$ cat src/rtl/gelato_sched_pkg.sv
// Shared types and default sizing for the gelato warp issue scheduler.
package gelato_sched_pkg;

  localparam int DEF_NUM_WARPS = 4;
  localparam int DEF_INST_W    = 32;
  localparam int DEF_WARP_ID_W = $clog2(DEF_NUM_WARPS);

  localparam logic [31:0] STALL_MAX = 32'hFFFF_FFFF;

  typedef logic [DEF_WARP_ID_W-1:0] warp_id_t;

  typedef struct packed {
    logic                  valid;
    warp_id_t              warp_id;
    logic [DEF_INST_W-1:0] inst;
  } issue_slot_t;

endpackage

$ cat src/rtl/gelato_rr_arbiter.sv
// Rotating-priority arbiter: first requester after ptr wins, ptr itself last
// unless greedy_en lets the previous winner keep the grant.
module gelato_rr_arbiter #(
  parameter int N = 4,
  localparam int W = $clog2(N)
) (
  input  logic [N-1:0] req,
  input  logic [W-1:0] ptr,
  input  logic         greedy_en,
  output logic [N-1:0] gnt,
  output logic [W-1:0] gnt_id,
  output logic         any
);

  logic [W-1:0] idx;

  always_comb begin
    gnt_id = ptr;
    idx    = ptr;
    any    = |req;
    // Scan from lowest to highest priority so the last hit is the winner.
    for (int i = N; i >= 1; i--) begin
      idx = ptr + W'(i);
      if (req[idx]) gnt_id = idx;
    end
    if (greedy_en && req[ptr]) gnt_id = ptr;
    gnt = any ? (N'(1) << gnt_id) : '0;
  end

endmodule

$ cat src/rtl/gelato_warp_issue_scheduler.sv
// Warp issue scheduler: picks one eligible warp per cycle into a single issue slot.
// Define GELATO_SCHED_GREEDY_EN for greedy-then-round-robin arbitration.
module gelato_warp_issue_scheduler
  import gelato_sched_pkg::*;
#(
  parameter int NUM_WARPS = DEF_NUM_WARPS,
  parameter int INST_W    = DEF_INST_W,
  localparam int WARP_ID_W = $clog2(NUM_WARPS)
) (
  input  logic                        clk,
  input  logic                        rst,
  input  logic                        rdy,
  input  logic [NUM_WARPS-1:0]        warp_active_i,
  input  logic [NUM_WARPS-1:0]        ibuf_valid_i,
  input  logic [NUM_WARPS*INST_W-1:0] ibuf_inst_i,
  input  logic [NUM_WARPS-1:0]        sb_ready_i,
  output logic [NUM_WARPS-1:0]        ibuf_pop_o,
  input  logic                        flush_i,
  output logic                        issue_valid_o,
  input  logic                        issue_ready_i,
  output logic [WARP_ID_W-1:0]        issue_warp_id_o,
  output logic [INST_W-1:0]           issue_inst_o,
  output logic [31:0]                 stall_cnt_o
);

`ifdef GELATO_SCHED_GREEDY_EN
  localparam logic GREEDY = 1'b1;
`else
  localparam logic GREEDY = 1'b0;
`endif

  logic [NUM_WARPS-1:0] eligible;
  logic [NUM_WARPS-1:0] arb_gnt;
  logic [WARP_ID_W-1:0] arb_id;
  logic                 arb_any;
  logic [WARP_ID_W-1:0] last_grant;
  logic                 slot_free;
  logic                 grant;
  logic [INST_W-1:0]    inst_sel;

  assign eligible = warp_active_i & ibuf_valid_i & sb_ready_i;

  gelato_rr_arbiter #(.N(NUM_WARPS)) u_arb (
    .req       (eligible),
    .ptr       (last_grant),
    .greedy_en (GREEDY),
    .gnt       (arb_gnt),
    .gnt_id    (arb_id),
    .any       (arb_any)
  );

  // Handshake: the slot transfers on issue_valid_o && issue_ready_i; while
  // valid is high and ready low the slot contents are held unchanged.
  // flush_i overrides ready and empties the slot without a transfer.
  assign slot_free  = !issue_valid_o || issue_ready_i;
  assign grant      = rdy && !rst && slot_free && !flush_i && arb_any;
  assign ibuf_pop_o = grant ? arb_gnt : '0;

  always_comb begin
    inst_sel = '0;
    for (int w = 0; w < NUM_WARPS; w++) begin
      if (arb_id == WARP_ID_W'(w)) inst_sel = ibuf_inst_i[w*INST_W +: INST_W];
    end
  end

  always_ff @(posedge clk) begin
    if (rst) begin
      issue_valid_o   <= 1'b0;
      issue_warp_id_o <= '0;
      issue_inst_o    <= '0;
      stall_cnt_o     <= '0;
      last_grant      <= WARP_ID_W'(NUM_WARPS - 1);
    end else if (rdy) begin
      if (issue_valid_o && !issue_ready_i && !flush_i && stall_cnt_o != STALL_MAX)
        stall_cnt_o <= stall_cnt_o + 32'd1;
      if (flush_i) begin
        issue_valid_o <= 1'b0;
      end else if (grant) begin
        issue_valid_o   <= 1'b1;
        issue_warp_id_o <= arb_id;
        issue_inst_o    <= inst_sel;
        last_grant      <= arb_id;
      end else if (issue_ready_i) begin
        issue_valid_o <= 1'b0;
      end
    end
  end

endmodule

$ cat config.mk
export PLATFORM = sky130hd
export DESIGN_NAME = gelato_warp_issue_scheduler
export DESIGN_NICKNAME = d
export VERILOG_FILES = /design/src/rtl/gelato_sched_pkg.sv /design/src/rtl/gelato_rr_arbiter.sv /design/src/rtl/gelato_warp_issue_scheduler.sv
export SDC_FILE = /design/constraint.sdc
export NUM_CORES = 1
export LEC_CHECK = 0
export CORE_MARGIN = 1
export CORE_UTILIZATION = 36
export CTS_CLUSTER_DIAMETER = 50
export DETAILED_ROUTE_END_ITERATION = 6
export GPL_TIMING_DRIVEN = 1
export HOLD_SLACK_MARGIN = 0.02
export PLACE_DENSITY_LB_ADDON = 0.25
export SETUP_SLACK_MARGIN = 0.4
export SLEW_MARGIN = 20
export SYNTH_ARGS = -nofsm -noshare
export SYNTH_HDL_FRONTEND = slang
export SYNTH_SLANG_ARGS = --single-unit
$ cat constraint.sdc
create_clock -name clk -period 2.23 [get_ports clk]
set_input_delay 0.446 -clock clk [delete_from_list [all_inputs] [get_ports clk]]
set_output_delay 0.446 -clock clk [all_outputs]
set_load 0.05 [all_outputs]
==> metrics.txt, run 1 <==
routability congestion estimate 0.9009; P_int 2.322 mW; placement row count 38; largest net degree at the start of global routing between 70 and 80; Nets 910; synth top area cells dfxtp_1 34%, mux2i_1 11%, o221ai_1 6.8%, nand3_1 4.6%, nand4_1 4.5%; crit path capture type flip-flop; Port Buffers approximately 220; Sequential Area ~1500 sq um; CP max stage delay 0.37 ns; CP max-delay cell dfxtp_4; Worst Skew 0.01283 ns; Clock Tree Buf Depth 2; Setup violations, final 0; GRT Overall Usage ~28%; Reg power frac 38.7%; Post-Syn Nets 607; Wirelength per Cell between 15 and 20 microns; Hold Violations, Final 0; crit path launch type flip-flop; Inserted Clock Buffers 9; Combinational Power Share 28.5%; Synth async-reset ratio 0%; minimum clock period 2.166 ns; area of the multi-input gates 3009 sq um; fill count 744; Max VDD drop 263.3 uV; DRC 0; IO Count between 200 and 250; Total Power 3.251 mW; register area share after synthesis 34.41%; core footprint between 10,000 and 15,000 sq um; Synth top cells by count 69 x dfxtp_1, 45 x mux2i_1, 37 x nand3_1; critical path class flip-flop to flip-flop; routed wire length 17.94 mm; post-synth top area share approximately a third; Net Sw Power 929.0 uW; leakage dissipation 3.409 nW; first drt pass iteration count 5; crit-path most repeated cell buf_4; ys flop type dfxtp_1; syn avg cell area 8.707 sq um; max_cap viols 0; DRT iter0 DRCs 222; min-delay worst type flip-flop to flip-flop; CTS root buf clkbuf_8; RSZ-0062 raised after global routing true; maximum clock frequency 0.4617 GHz; area grow syn2layout 103.8%; die area 11,580 sq um; die width 107.6 microns; cell area after synthesis 4014 sq um; synth warn 0; CTS tree yes; dpl hpwl 11.34 mm; Mapped Cells approximately 460; Final Core Density 75.46%; Routed Antenna Nets 0; clock-pin slew on the worst setup and hold paths 0.08 ns; power per cell area 397.4 nW/um^2; final hold slack 0.4699 ns; cell with the most instances after synthesis dfxtp_1; ANT cells 0; Overflow after GRT 0; Slew HR 46.56%; CP Buf/Inv Count 5; Pins Over Slew Limit 0; Clock power frac about a third; first-pass GRT wire length between 20 and 30 mm; Yosys reg bits 69; status finished, final reports clean; initial antenna violation count 0; initial core utilization between 30 and 40%; vias 5,235; mean number of vias per cell 5.759; Worst-Skew Late Latency 0.33 ns; vias in the first global route 5,302; hold buffers post-CTS 0; clk sinks 69; CP arrival 2.38 ns; number of synthesized flops with an enable pin 0; crit path max fanout 8; critical path required time roughly 2.5 ns; switching share of power 28.58%; CP cell instances buf_6, nand4_1, nor2_2, a211o_4, buf_4, buf_12, buf_4, bufbuf_16, mux2i_2, o221ai_2; post-synth cell types 54; H-tree Lvls 3; Synth area leader dfxtp_1; chip height 107.6 microns; Tightest Pin Transition 0.8016 ns; Final period util 97.12%; layout cell share with drive strength beyond 1 between 30% and 40%; Worst path top cell family by delay buffers and inverters
## timing repair
action / CTS / global route
resized for setup: 156 / 92
buffers inserted: 25 / 10
hold endpoints to repair: 0 / 0
gates cloned: 6 / 1
pin swaps: 52 / 51
setup endpoints to repair: 137 / 83
## flip-flops by register name, summed over array words and instances (netlist names)
name	flops
stall_cnt_o	32
issue_inst_o	32
issue_warp_id_o	2
last_grant	2
issue_valid_o	1
## power by group through the flow
| stage | combinational, mW | clock, mW | sequential (mW) |
|---|---|---|---|
| floorplan | 0.266 | 0 | 1.40 |
| global placement | 0.778 | 0 | 1.29 |
| detailed placement | 0.788 | 0 | 1.29 |
| CTS | 0.867 | 1.08 | 1.26 |
| global route | 0.966 | 1.14 | 1.26 |
| finish | 0.925 | 1.07 | 1.26 |
## cell type report
type                    count  share of cell area (%)
clock inverters             2                  0.4283
multi-input cells         348                   36.78
inverters                   6                  0.2753
flip-flops and latches     69                   18.06
repair buffers            330                   40.32
well taps                 140                   2.141
clock buffers              14                   1.988
## cell usage in the layout (no fill, tap or decap), types with 5 or more instances in the layout
cell / count
o221ai_1: 27
dfxtp_1: 34
o31ai_4: 5
or3_4: 6
inv_1: 5
mux2i_4: 7
mux2i_2: 9
or3_1: 10
buf_6: 25
o21ai_1: 10
a21oi_1: 16
mux2i_1: 29
nor2_1: 20
nand4_1: 29
clkdlybuf4s15_1: 15
nand3b_1: 13
a21oi_2: 9
clkdlybuf4s50_1: 128
a2bb2oi_1: 19
nand3_1: 32
xor2_1: 8
dlygate4sd2_1: 65
dfxtp_4: 21
dfxtp_2: 14
clkbuf_8: 11
nand2_1: 12
buf_12: 11
nand3_2: 5
buf_4: 73
## through the flow
step	area [sq um]	setup slack [ns]	std cells	TNS, ns
after floorplan	4258	0.04269	461	0
after global routing	8180	-0.008860	909	-0.01374
after global placement	6972	-0.4054	851	-10.94
final	8180	0.06428	909	0
after CTS	7751	0.09636	898	0
after detailed placement	6972	-0.4456	851	-13.74
## kinds of logic after synthesis
family | after synthesis | share of synthesized area, %
fa+ha+maj | 1 | 0.3117
simple gates | 174 | 24.97
buf+inv | 45 | 5.112
mux | 48 | 12.25
compound gates | 116 | 21.20
flops | 69 | 34.41
xor+xnor | 8 | 1.746
## per-layer routing
layer / track usage, % / part of all wire, % / wire length, microns
met1: 29.78 / 36 / 6391
met3: 7.809 / 8.8 / 1570
met5: 0 / 0 / 0
met4: 9.883 / 4.1 / 739
met2: 54.03 / 51 / 9234
## tightest hold or removal path: cells and delay by family (launching register included)
kind,cells,cell delay (ns)
DFF,1,0.31
AOI/OAI and AO/OA,1,0.06
and+or+nand+nor,1,0.05
## path summary, 6_finish.rpt
kind	from	to	slack (ns)	cells past startpoint
setup / recovery	last_grant[1]$_SDFFE_PP1P_	issue_inst_o[16]$_SDFFE_PP0P_	0.06	10
hold reg to reg	issue_warp_id_o[1]$_SDFFE_PP0P_	issue_warp_id_o[1]$_SDFFE_PP0P_	0.47	2
hold / removal	issue_warp_id_o[1]$_SDFFE_PP0P_	issue_warp_id_o[1]$_SDFFE_PP0P_	0.47	2
setup reg to reg	last_grant[1]$_SDFFE_PP1P_	issue_inst_o[16]$_SDFFE_PP0P_	0.06	10
No activity file was read; power rests on OpenSTA's default activity.
==> run 2: changes to the inputs <==
--- a/config.mk
+++ b/config.mk
@@ -17,3 +17,4 @@
 export SYNTH_ARGS = -nofsm -noshare
 export SYNTH_HDL_FRONTEND = slang
 export SYNTH_SLANG_ARGS = --single-unit
+export TNS_END_PERCENT = 10
==> run 2 against run 1 <==
Effect of this change: register-to-register slack gained 0.12 ns; via count fell by 6.3%; die area stayed put; clock power shrank 18%; hold slack lost 0.0066 ns; design area decreased by 8.2%; clock-buffer cell count unchanged; fmax increased by 2.3%; critical endpoint is now ibuf_pop_o[3]; highest routed layer unchanged.
==> metrics.txt, run 2 (synthesized netlist as in run 1, its figures left out) <==
hold buffers post-CTS 0 (unchanged); routed wire length 16.02 mm (-11%); crit path capture type primary output; leakage dissipation 2.897 nW (-15%); CP max-delay cell a211o_4; Hold Violations, Final 0 (unchanged); crit path max fanout 6 (-2); Worst Setup SP warp_active_i[3]; routability congestion estimate 0.9252 (+2.7%); GRT Overall Usage 25.84% (-2.7 points); mean number of vias per cell 5.595 (-2.8%); Port Buffers 215 (unchanged); CP cell instances dlygate4sd2_1, nand3_2, o2bb2ai_2, a211o_4, and3_4, buf_12; reg2reg start stall_cnt_o[25]$_SDFFE_PP0P_; Worst Skew 0.008336 ns (-0.004496 ns); Worst-Skew Late Latency 0.34 ns (about the same); critical path class input port to primary output; Clock Tree Buf Depth 2 (unchanged); core footprint 10,840 sq um (unchanged); status finished, final reports clean; CTS tree yes; area grow syn2layout 87.06%; ANT cells 0 (unchanged); Place WS -0.3324 ns (+0.1131 ns); dpl hpwl 10.99 mm (-3.1%); reg2reg setup slack 0.18 ns (+0.12 ns); layout cell share with drive strength beyond 1 25.37% (-8.6 points); worst r2r path cells 7 (-3); vias 4,907 (-6.3%); vias in the first global route 4,783 (-9.8%); Setup violations, final 0 (unchanged); crit path launch type input port; most frequent cells in the layout 195 x clkdlybuf4s50_1, 65 x buf_4, 44 x mux2i_1; IO Count 216 (unchanged); end point of the critical path ibuf_pop_o[3]; DRT iter0 DRCs 219 (-1.4%); Cell Count, Final, Fillers Out 877 (-3.5%); critical path required time 1.78 ns (-0.67 ns); minimum clock period 2.117 ns (-0.04838 ns); CP arrival 1.67 ns (-0.71 ns); R2R Path End stall_cnt_o[6]$_SDFFE_PP0P_; DRC 0 (unchanged); clock-pin slew on the worst setup and hold paths 0.07 ns (about the same); maximum clock frequency 0.4723 GHz (+2.3%); chip height 107.6 microns (unchanged); placement row count 38 (unchanged); setup ws final 0.1127 ns (+0.04838 ns); Wirelength per Cell 18.26 microns (-7.4%); RSZ-0062 raised after global routing true; Tightest Pin Transition 0.7944 ns (-0.007202 ns); power per cell area 397.7 nW/um^2 (about the same); initial core utilization 37.03% (unchanged); Overflow after GRT 0 (unchanged); Nets 878 (-3.5%); Max VDD drop 277.0 uV (+5.2%); H-tree Lvls 3 (unchanged); first-pass GRT wire length 23.49 mm (-9.5%); fill count 843 (+13%); commonest non-fill, non-tap cell in the layout clkdlybuf4s50_1; CTS root buf clkbuf_8; Routed Antenna Nets 0 (unchanged); min-delay src issue_warp_id_o[1]$_SDFFE_PP0P_; max_cap viols 0 (unchanged); min-delay worst type flip-flop to flip-flop; initial antenna violation count 0 (unchanged); Inserted Clock Buffers 9 (unchanged); die width 107.6 microns (unchanged); first drt pass iteration count 5 (unchanged); CP max stage delay 0.38 ns (about the same); Final period util 94.95% (-2.2 points); Largest regs issue_inst_o (32), stall_cnt_o (32); largest net degree at the start of global routing 73 (unchanged); DP Cell Count 821 (-3.5%); clk sinks 69 (unchanged); die area 11,580 sq um (unchanged); Slew HR 47.04% (+0.48 points); Pins Over Slew Limit 0 (unchanged)
run 2: changes by cell type in the layout (fill, tap and decap cells not counted), moves of 8 or more:
cell and delta:
buf_4 -8, mux2i_2 -9, dlygate4sd2_1 -55, buf_6 -15, clkdlybuf4s15_1 -11, clkdlybuf4s50_1 +67, mux2i_1 +15
run 2: area by class of cell:
cell class / count / area [sq um] / share of cell area (%)
Clock buffer: 14 / 142.6 / 1.900
Clock inverter: 2 / 10.01 / 0.1333
Inverter: 6 / 25.02 / 0.3333
Multi-Input combinational cell: 347 / 2716 / 36.18
Sequential cell: 69 / 1474 / 19.63
Tap cell: 140 / 175.2 / 2.333
Timing Repair Buffer: 299 / 2965 / 39.49
run 2: power breakdown:
part,switching [mW],internal [mW]
clock,0.474,0.404
combinational,0.387,0.459
sequential,0.0206,1.24
total,0.882,2.10
run 2: worst max-delay path, delay by kind of cell:
kind,cells,cell delay [ns]
compound gates,2,0.48
buf+inv,2,0.39
simple gates,2,0.36
run 2: repair_timing:
action	CTS	global route
cloned	2	1
setup endpoints to repair	135	133
gates resized for setup	52	35
pin swaps	21	28
setup buffers	20	17
run 2: worst min path at each step:
stage	slack [ns]	endpoint	cells past startpoint
floorplan	0.56	last_grant[0]$_SDFFE_PP1P_	2
global placement	0.45	issue_warp_id_o[1]$_SDFFE_PP0P_	2
detailed placement	0.46	issue_warp_id_o[1]$_SDFFE_PP0P_	2
CTS	0.48	issue_warp_id_o[1]$_SDFFE_PP0P_	2
global route	0.49	issue_warp_id_o[1]$_SDFFE_PP0P_	2
finish	0.46	issue_warp_id_o[1]$_SDFFE_PP0P_	2
run 2: metal layers:
metal | part of all wire (%) | track usage [%] | up-vias
met2 | 52 | 47.66 | 191
met1 | 39 | 29.07 | 2357
met4 | 1.4 | 8.611 | 0
li1 | - | - | 2343
met5 | 0 | 0 | -
met3 | 7.1 | 5.690 | 16
run 2: per-stage QoR:
stage	setup TNS (ns)	cell area (sq um)	utilization (%)	hold slack, ns	total power, mW
6_report	0	7508	69.26	0.4633	2.986
5_1_grt	0	7508	69.26	0.4893	3.106
3_3_place_gp	-9.157	6730	62.08	0.4460	2.072
2_1_floorplan	0	4224	-	0.5621	1.667
3_5_place_dp	-10.49	6730	62.08	0.4618	2.085
4_1_cts	0	7236	66.75	0.4754	3.000
==> run 3: changes to the inputs <==
--- a/config.mk
+++ b/config.mk
@@ -5,6 +5,7 @@
 export SDC_FILE = /design/constraint.sdc
 export NUM_CORES = 1
 export LEC_CHECK = 0
+export CAP_MARGIN = 20
 export CORE_MARGIN = 1
 export CORE_UTILIZATION = 36
 export CTS_CLUSTER_DIAMETER = 50
@@ -13,7 +14,6 @@
 export HOLD_SLACK_MARGIN = 0.02
 export PLACE_DENSITY_LB_ADDON = 0.25
 export SETUP_SLACK_MARGIN = 0.4
-export SLEW_MARGIN = 20
 export SYNTH_ARGS = -nofsm -noshare
 export SYNTH_HDL_FRONTEND = slang
 export SYNTH_SLANG_ARGS = --single-unit
==> results of run 3 <==
The final DEF is identical to that of run 2; final timing and power are the same.
